`config.mk`:
```
export PLATFORM = sky130hd
export DESIGN_NAME = if_id_queue_flat
export DESIGN_NICKNAME = d
export VERILOG_FILES = /design/src/rtl/if_id_queue_if.sv /design/src/rtl/if_id_queue.sv /design/src/flat_wrapper.sv
export SDC_FILE = /design/constraint.sdc
export NUM_CORES = 1
export LEC_CHECK = 0
export BUFFER_PORTS_ARGS = -buffer_cell sky130_fd_sc_hd__buf_2
export CAP_MARGIN = 25
export CORE_MARGIN = 1
export CORE_UTILIZATION = 25
export DETAILED_ROUTE_END_ITERATION = 8
export GPL_TIMING_DRIVEN = 1
export PLACE_DENSITY = 0.43
export RECOVER_POWER = 50
export SLEW_MARGIN = 10
export SYNTH_ARGS = -nofsm -noshare
export SYNTH_HDL_FRONTEND = slang
export SYNTH_SLANG_ARGS = --single-unit
```
`constraint.sdc`:
```
create_clock -name clk -period 7.65 [get_ports clk]
set_clock_uncertainty 0.1 [all_clocks]
set_input_delay 1.53 -clock clk [delete_from_list [all_inputs] [get_ports clk]]
set_output_delay 1.53 -clock clk [all_outputs]
set_load 0.02 [all_outputs]
```
`src/rtl/if_id_queue_if.sv`:
```
// Fetch/decode side signals of the IF/ID instruction queue.
// slave = the queue, master = whoever drives fetch inputs and samples the head.
interface if_id_queue_if #(
   parameter int DEPTH = 2
);
   localparam int CW = $clog2(DEPTH) + 1;

   logic [31:0]   if_PC_in;
   logic [31:0]   if_NPC_in;
   logic [31:0]   if_IR_in;
   logic          if_valid_inst_in;
   logic          ex_take_branch_out;
   logic          id_stall;
   logic          if_stall;
   logic [31:0]   if_id_PC;
   logic [31:0]   if_id_NPC;
   logic [31:0]   if_id_IR;
   logic          if_id_valid_inst;
   logic [CW-1:0] if_id_count;

   modport slave (
      input  if_PC_in, if_NPC_in, if_IR_in, if_valid_inst_in,
      input  ex_take_branch_out, id_stall,
      output if_stall, if_id_PC, if_id_NPC, if_id_IR, if_id_valid_inst, if_id_count
   );

   modport master (
      output if_PC_in, if_NPC_in, if_IR_in, if_valid_inst_in,
      output ex_take_branch_out, id_stall,
      input  if_stall, if_id_PC, if_id_NPC, if_id_IR, if_id_valid_inst, if_id_count
   );
endinterface

```
`src/rtl/if_id_queue.sv`:
```
// IF/ID decoupling queue: DEPTH-entry FIFO of {PC, NPC, IR} bundles between
// fetch and decode. A taken branch from execute empties it in one cycle.
// Optional macro IF_ID_BYPASS_EN: an empty queue forwards the incoming bundle
// straight to the head outputs in the same cycle.
module if_id_queue #(
   parameter int          DEPTH    = 2,
   parameter logic [31:0] NOP_INST = 32'h47FF041F
) (
   input logic          clk,
   input logic          rst_n,
   if_id_queue_if.slave q
);
   localparam int PW = $clog2(DEPTH);
   localparam int CW = PW + 1;

   typedef struct packed {
      logic [31:0] pc;
      logic [31:0] npc;
      logic [31:0] ir;
   } entry_t;

   entry_t        mem [DEPTH];
   logic [PW-1:0] rd_ptr, wr_ptr;
   logic [CW-1:0] count;
   logic          full, empty, flush, push, pop, byp, byp_take;

   assign full  = (count == CW'(DEPTH));
   assign empty = (count == '0);
   assign flush = q.ex_take_branch_out;

`ifdef IF_ID_BYPASS_EN
   // Bundle arriving at an empty queue goes straight to decode; it is only
   // stored if decode stalls this cycle.
   assign byp      = empty & ~flush & q.if_valid_inst_in;
   assign byp_take = byp & ~q.id_stall;
`else
   assign byp      = 1'b0;
   assign byp_take = 1'b0;
`endif

   assign push = q.if_valid_inst_in & ~full & ~flush & ~byp_take;
   assign pop  = ~empty & ~q.id_stall & ~flush;

   // Pointer and occupancy update; flush beats every other event.
   always_ff @(posedge clk or negedge rst_n) begin
      if (!rst_n) begin
         rd_ptr <= '0;
         wr_ptr <= '0;
         count  <= '0;
      end else if (flush) begin
         rd_ptr <= '0;
         wr_ptr <= '0;
         count  <= '0;
      end else begin
         if (push) wr_ptr <= wr_ptr + PW'(1);
         if (pop)  rd_ptr <= rd_ptr + PW'(1);
         case ({push, pop})
            2'b10:   count <= count + CW'(1);
            2'b01:   count <= count - CW'(1);
            default: count <= count;
         endcase
      end
   end

   // Entry storage; contents need no reset since count gates every read.
   always_ff @(posedge clk) begin
      if (push) mem[wr_ptr] <= '{pc: q.if_PC_in, npc: q.if_NPC_in, ir: q.if_IR_in};
   end

   // Head presentation: stored entry, else bypassed input, else a NOP bubble.
   always_comb begin
      q.if_id_valid_inst = 1'b0;
      q.if_id_IR         = NOP_INST;
      q.if_id_PC         = '0;
      q.if_id_NPC        = '0;
      if (!empty) begin
         q.if_id_valid_inst = 1'b1;
         q.if_id_IR         = mem[rd_ptr].ir;
         q.if_id_PC         = mem[rd_ptr].pc;
         q.if_id_NPC        = mem[rd_ptr].npc;
      end else if (byp) begin
         q.if_id_valid_inst = 1'b1;
         q.if_id_IR         = q.if_IR_in;
         q.if_id_PC         = q.if_PC_in;
         q.if_id_NPC        = q.if_NPC_in;
      end
      if (flush) begin
         q.if_id_valid_inst = 1'b0;
         q.if_id_IR         = NOP_INST;
      end
   end

   // Stall is purely registered state so decode's stall never loops into fetch.
   assign q.if_stall    = full;
   assign q.if_id_count = count;

endmodule

```
`src/flat_wrapper.sv`:
```
// flat-port wrapper written by rule: the top's interface ports become plain ports
module if_id_queue_flat 
#(
   parameter int          DEPTH    = 2,
   parameter logic [31:0] NOP_INST = 32'h47FF041F
)
  (clk, rst_n, q_if_PC_in, q_if_NPC_in, q_if_IR_in, q_if_valid_inst_in, q_ex_take_branch_out, q_id_stall, q_if_stall, q_if_id_PC, q_if_id_NPC, q_if_id_IR, q_if_id_valid_inst, q_if_id_count);
  if_id_queue_if #(.DEPTH(DEPTH)) q_i ();
  input logic clk;
  input logic rst_n;
  input wire logic [$bits(q_i.if_PC_in)-1:0] q_if_PC_in;
  input wire logic [$bits(q_i.if_NPC_in)-1:0] q_if_NPC_in;
  input wire logic [$bits(q_i.if_IR_in)-1:0] q_if_IR_in;
  input wire logic [$bits(q_i.if_valid_inst_in)-1:0] q_if_valid_inst_in;
  input wire logic [$bits(q_i.ex_take_branch_out)-1:0] q_ex_take_branch_out;
  input wire logic [$bits(q_i.id_stall)-1:0] q_id_stall;
  output wire logic [$bits(q_i.if_stall)-1:0] q_if_stall;
  output wire logic [$bits(q_i.if_id_PC)-1:0] q_if_id_PC;
  output wire logic [$bits(q_i.if_id_NPC)-1:0] q_if_id_NPC;
  output wire logic [$bits(q_i.if_id_IR)-1:0] q_if_id_IR;
  output wire logic [$bits(q_i.if_id_valid_inst)-1:0] q_if_id_valid_inst;
  output wire logic [$bits(q_i.if_id_count)-1:0] q_if_id_count;
  assign q_i.if_PC_in = q_if_PC_in;
  assign q_i.if_NPC_in = q_if_NPC_in;
  assign q_i.if_IR_in = q_if_IR_in;
  assign q_i.if_valid_inst_in = q_if_valid_inst_in;
  assign q_i.ex_take_branch_out = q_ex_take_branch_out;
  assign q_i.id_stall = q_id_stall;
  assign q_if_stall = q_i.if_stall;
  assign q_if_id_PC = q_i.if_id_PC;
  assign q_if_id_NPC = q_i.if_id_NPC;
  assign q_if_id_IR = q_i.if_id_IR;
  assign q_if_id_valid_inst = q_i.if_id_valid_inst;
  assign q_if_id_count = q_i.if_id_count;
  if_id_queue #(.DEPTH(DEPTH), .NOP_INST(NOP_INST)) u_core (.clk(clk), .rst_n(rst_n), .q(q_i));
endmodule
```
==> impl_metrics.py <==
metrics = {
    "die": {
        "rows": 62,
        "start_util": 0.2571,
        "chipWidth_um": 174.7,
        "dieArea_um2": 30530,
        "io_pins": 201,
        "die_y_um": 174.7,
        "coreArea_um2": 29010,
    },
    "synthesis": {
        "synth_cells": 434,
        "synth.mux.area_fraction": 0.1288,
        "yosysWarnings": 0,
        "synth_compound_area_frac": 0.006038,
        "synth-simple-area-share": 0.05837,
        "yosysUniqueCellTypes": 22,
        "synth_area_um2": 7460,
        "synthXorXnorAreaFrac": 0,
        "yosys.area_share.adder": 0,
        "syn_avg_cell_area_um2": 17.19,
        "synth_async_sr_flop_share": 0.02041,
        "synthFlopType": "edfxtp_1",
        "seq_area_frac_synth": 0.7863,
        "syn-num-nets": 535,
        "synth-seq-cells": 196,
        "synth_edf_count": 192,
        "synth_top_family_by_area": "multiplexers",
    },
    "pwr": {
        "power_switching_mw": 0.5695,
        "seqPwrFrac": 0.530,
        "p_int_mw": 1.762,
        "p_leak_nw": 3.325,
        "power_switching_share": 0.2443,
        "share_comb_of_total_power": 0.087,
        "total_power_mw": 2.331,
        "powerDensity_nw_per_um2": 246.9,
        "ir_drop_mv": 0.1031,
        "power_frac_clock": 0.384,
    },
    "worst_setup_path": {
        "cpPeakStageDelay_ns": 2.11,
        "critical_path_arrival_ns": 4.26,
        "critPathMaxFanout": 51,
        "endpoint_kind": "register",
        "path_common_cell": "clkbuf_1",
        "ff2ff_setup_slack_ns": 3.93,
        "crit-reg2reg-capture": "u_core.mem[0][35]$_DFFE_PP_",
        "r2r-start": "u_core.q.if_id_count[0]$_DFFE_PN0P_",
        "worst_r2r_path_depth": 4,
        "critPathRequiredTime_ns": 7.52,
        "crit_type": "primary input to register",
        "cp-start-kind": "primary input",
        "path_cells": "clkbuf_1, nand2_1, nor3_4, clkbuf_1",
        "slowest_stage": "clkbuf_1",
    },
    "route": {
        "antenna_left": 0,
        "wl_met1_mm": 6.942,
        "drt-initial-drc-count": 162,
        "avgViaCountPerCell": 4.052,
        "dr_wl_met2_mm": 7.727,
        "first_pass_iters": 4,
        "wl_met3_mm": 1.111,
        "wl_per_cell_um": 15.36,
        "vias": 4198,
        "drc": 0,
        "wl_mm": 15.91,
        "top_layer": "met4",
    },
    "run_status": {
        "violations": "capacitance limit, slew limit",
        "status": "finished with violations",
    },
    "job": {
        "cap_violations": 2,
    },
    "clock_tree": {
        "cts_max_level": 4,
        "cts_setup_buffers": 0,
        "cts_tree": "yes",
        "clk_pin_slew_worst_paths_ns": 0.07,
        "cts_buffer_depth": 2,
        "clock_latency_ns": 0.41,
        "numCtsBuffers": 17,
        "clock-sinks": 196,
        "postCtsResizedCells": 0,
        "root_buffer": "clkbuf_16",
        "cts.hold.buffers_added": 0,
    },
    "layout": {
        "instances_no_fill": 1036,
        "fillers": 2923,
        "final_layout_size_suffix_gt1_frac": 0.2991,
        "nets": 740,
        "area_growth_pct": 26.59,
        "diodes": 0,
    },
    "sta": {
        "drv_slew": 98,
        "min_period_ns": 4.395,
        "max_slew.worst_pin.slew_ns": 2.982,
        "post-route-period-util": 0.5745,
        "setup_viol": 0,
        "relSlewSlack": -0.9881,
        "rsz0062_at_grt": "no",
        "tns_ns": 0,
        "fmax_mhz": 227.5,
        "finalHoldViolations": 0,
    },
    "min_path": {
        "hold_start": "u_core.wr_ptr$_DFFE_PN0P_",
        "hold_path_depth": 2,
        "min_to": "u_core.wr_ptr$_DFFE_PN0P_",
        "holdCritPathClass": "register to register",
    },
    "global_routing": {
        "track_usage": 0.1056,
        "grt_remaining_overflow": 0,
        "grt_pass1_vias": 4465,
        "grt_pass1_wl_mm": 24.50,
        "grt_max_degree": 67,
        "antenna_found_initial": 0,
    },
    "placed_design": {
        "io_buffers": 200,
        "dp_cells": 1003,
        "globalplace.congestion": 0.7073,
        "hpwl_mm": 10.22,
    },
}
[registers in the layout, indices dropped and copies added (netlist names)]
register              flops
u_core.q.if_id_count      2
u_core.wr_ptr             1
u_core.rd_ptr             1
u_core.mem              192
[metal layers]
metal | track usage | vias up
met2 | 0.1769 | 127
met4 | 0.02935 | 0
met1 | 0.1273 | 2044
met5 | 0 | -
li1 | - | 2020
met3 | 0.03829 | 7
[placed cells by master, fill, tap and decap left out, types with 2 or more instances in the layout]
cell / n
a21oi_1: 3
clkbuf_1: 49
buf_2: 154
clkbuf_16: 17
or3_1: 3
edfxtp_1: 192
nor2_1: 78
dfrtp_1: 3
clkinv_8: 3
buf_4: 4
inv_6: 6
nand2_1: 22
inv_8: 2
inv_1: 2
o21ai_0: 3
clkinv_4: 2
mux2i_1: 96
[synth_stat cells, types with 2 or more instances]
master	instances	share of area
dfrtp_1	4	0.013
buf_6	4	0.0060
a21oi_1	3	0.0020
buf_2	13	0.0087
mux2i_1	96	0.13
edfxtp_1	192	0.77
o21ai_0	3	0.0020
inv_1	2	0.0010
or3_1	3	0.0025
nand2_1	22	0.011
buf_4	3	0.0030
nor2_1	79	0.040
[power by group through the flow]
stage / Clock, mW / Combinational, mW / Sequential (mW)
2_1_floorplan: 0 / 0.126 / 1.26
3_3_place_gp: 0 / 0.198 / 1.26
3_5_place_dp: 0 / 0.202 / 1.27
4_1_cts: 0.932 / 0.203 / 1.24
5_1_grt: 0.968 / 0.223 / 1.24
6_report: 0.894 / 0.203 / 1.23
[metrics by stage]
stage | hold slack (ns) | instance area (um^2) | utilization | worst slack (ns)
finish | 0.5374 | 9443 | 0.3255 | 3.255
global route | 0.5952 | 9443 | 0.3255 | 2.998
CTS | 0.5496 | 9480 | 0.3268 | 3.041
detailed placement | 0.5385 | 8884 | 0.3062 | 3.261
global placement | 0.5061 | 8884 | 0.3062 | 3.337
floorplan | 0.4424 | 7470 | - | 1.678
[worst max-delay path by stage]
stage,slack (ns),end,startpoint
global placement,3.34,q_if_id_IR[3],q_ex_take_branch_out
finish,3.26,u_core.mem[0][35]$_DFFE_PP_,q_if_valid_inst_in
floorplan,1.68,u_core.mem[1][0]$_DFFE_PP_,q_if_valid_inst_in
detailed placement,3.26,q_if_id_IR[25],q_ex_take_branch_out
global route,3.00,u_core.mem[0][35]$_DFFE_PP_,q_if_valid_inst_in
CTS,3.04,q_if_id_PC[4],u_core.rd_ptr$_DFFE_PN0P_
[layout make-up]
class                   count  area [um^2]  share of cell area
clock buffers              18        429.2             0.04545
multi-input cells         214         1471              0.1558
well taps                 384        480.5             0.05088
clock inverters            14        167.7             0.01776
inverters                   3        16.27            0.001723
repair buffers            207         1008              0.1068
flip-flops and latches    196         5869              0.6216
[cell families after synthesis]
logic type      Yosys count
compound gates            8
buf+inv                  24
flops                   196
mux                      96
simple gates            110
[worst max-delay path, delay by kind of cell]
| family | cells | cell delay [ns] |
|---|---|---|
| buf+inv | 2 | 2.31 |
| simple gates | 2 | 0.34 |
Note: power is estimated with default switching activity, not from simulation.
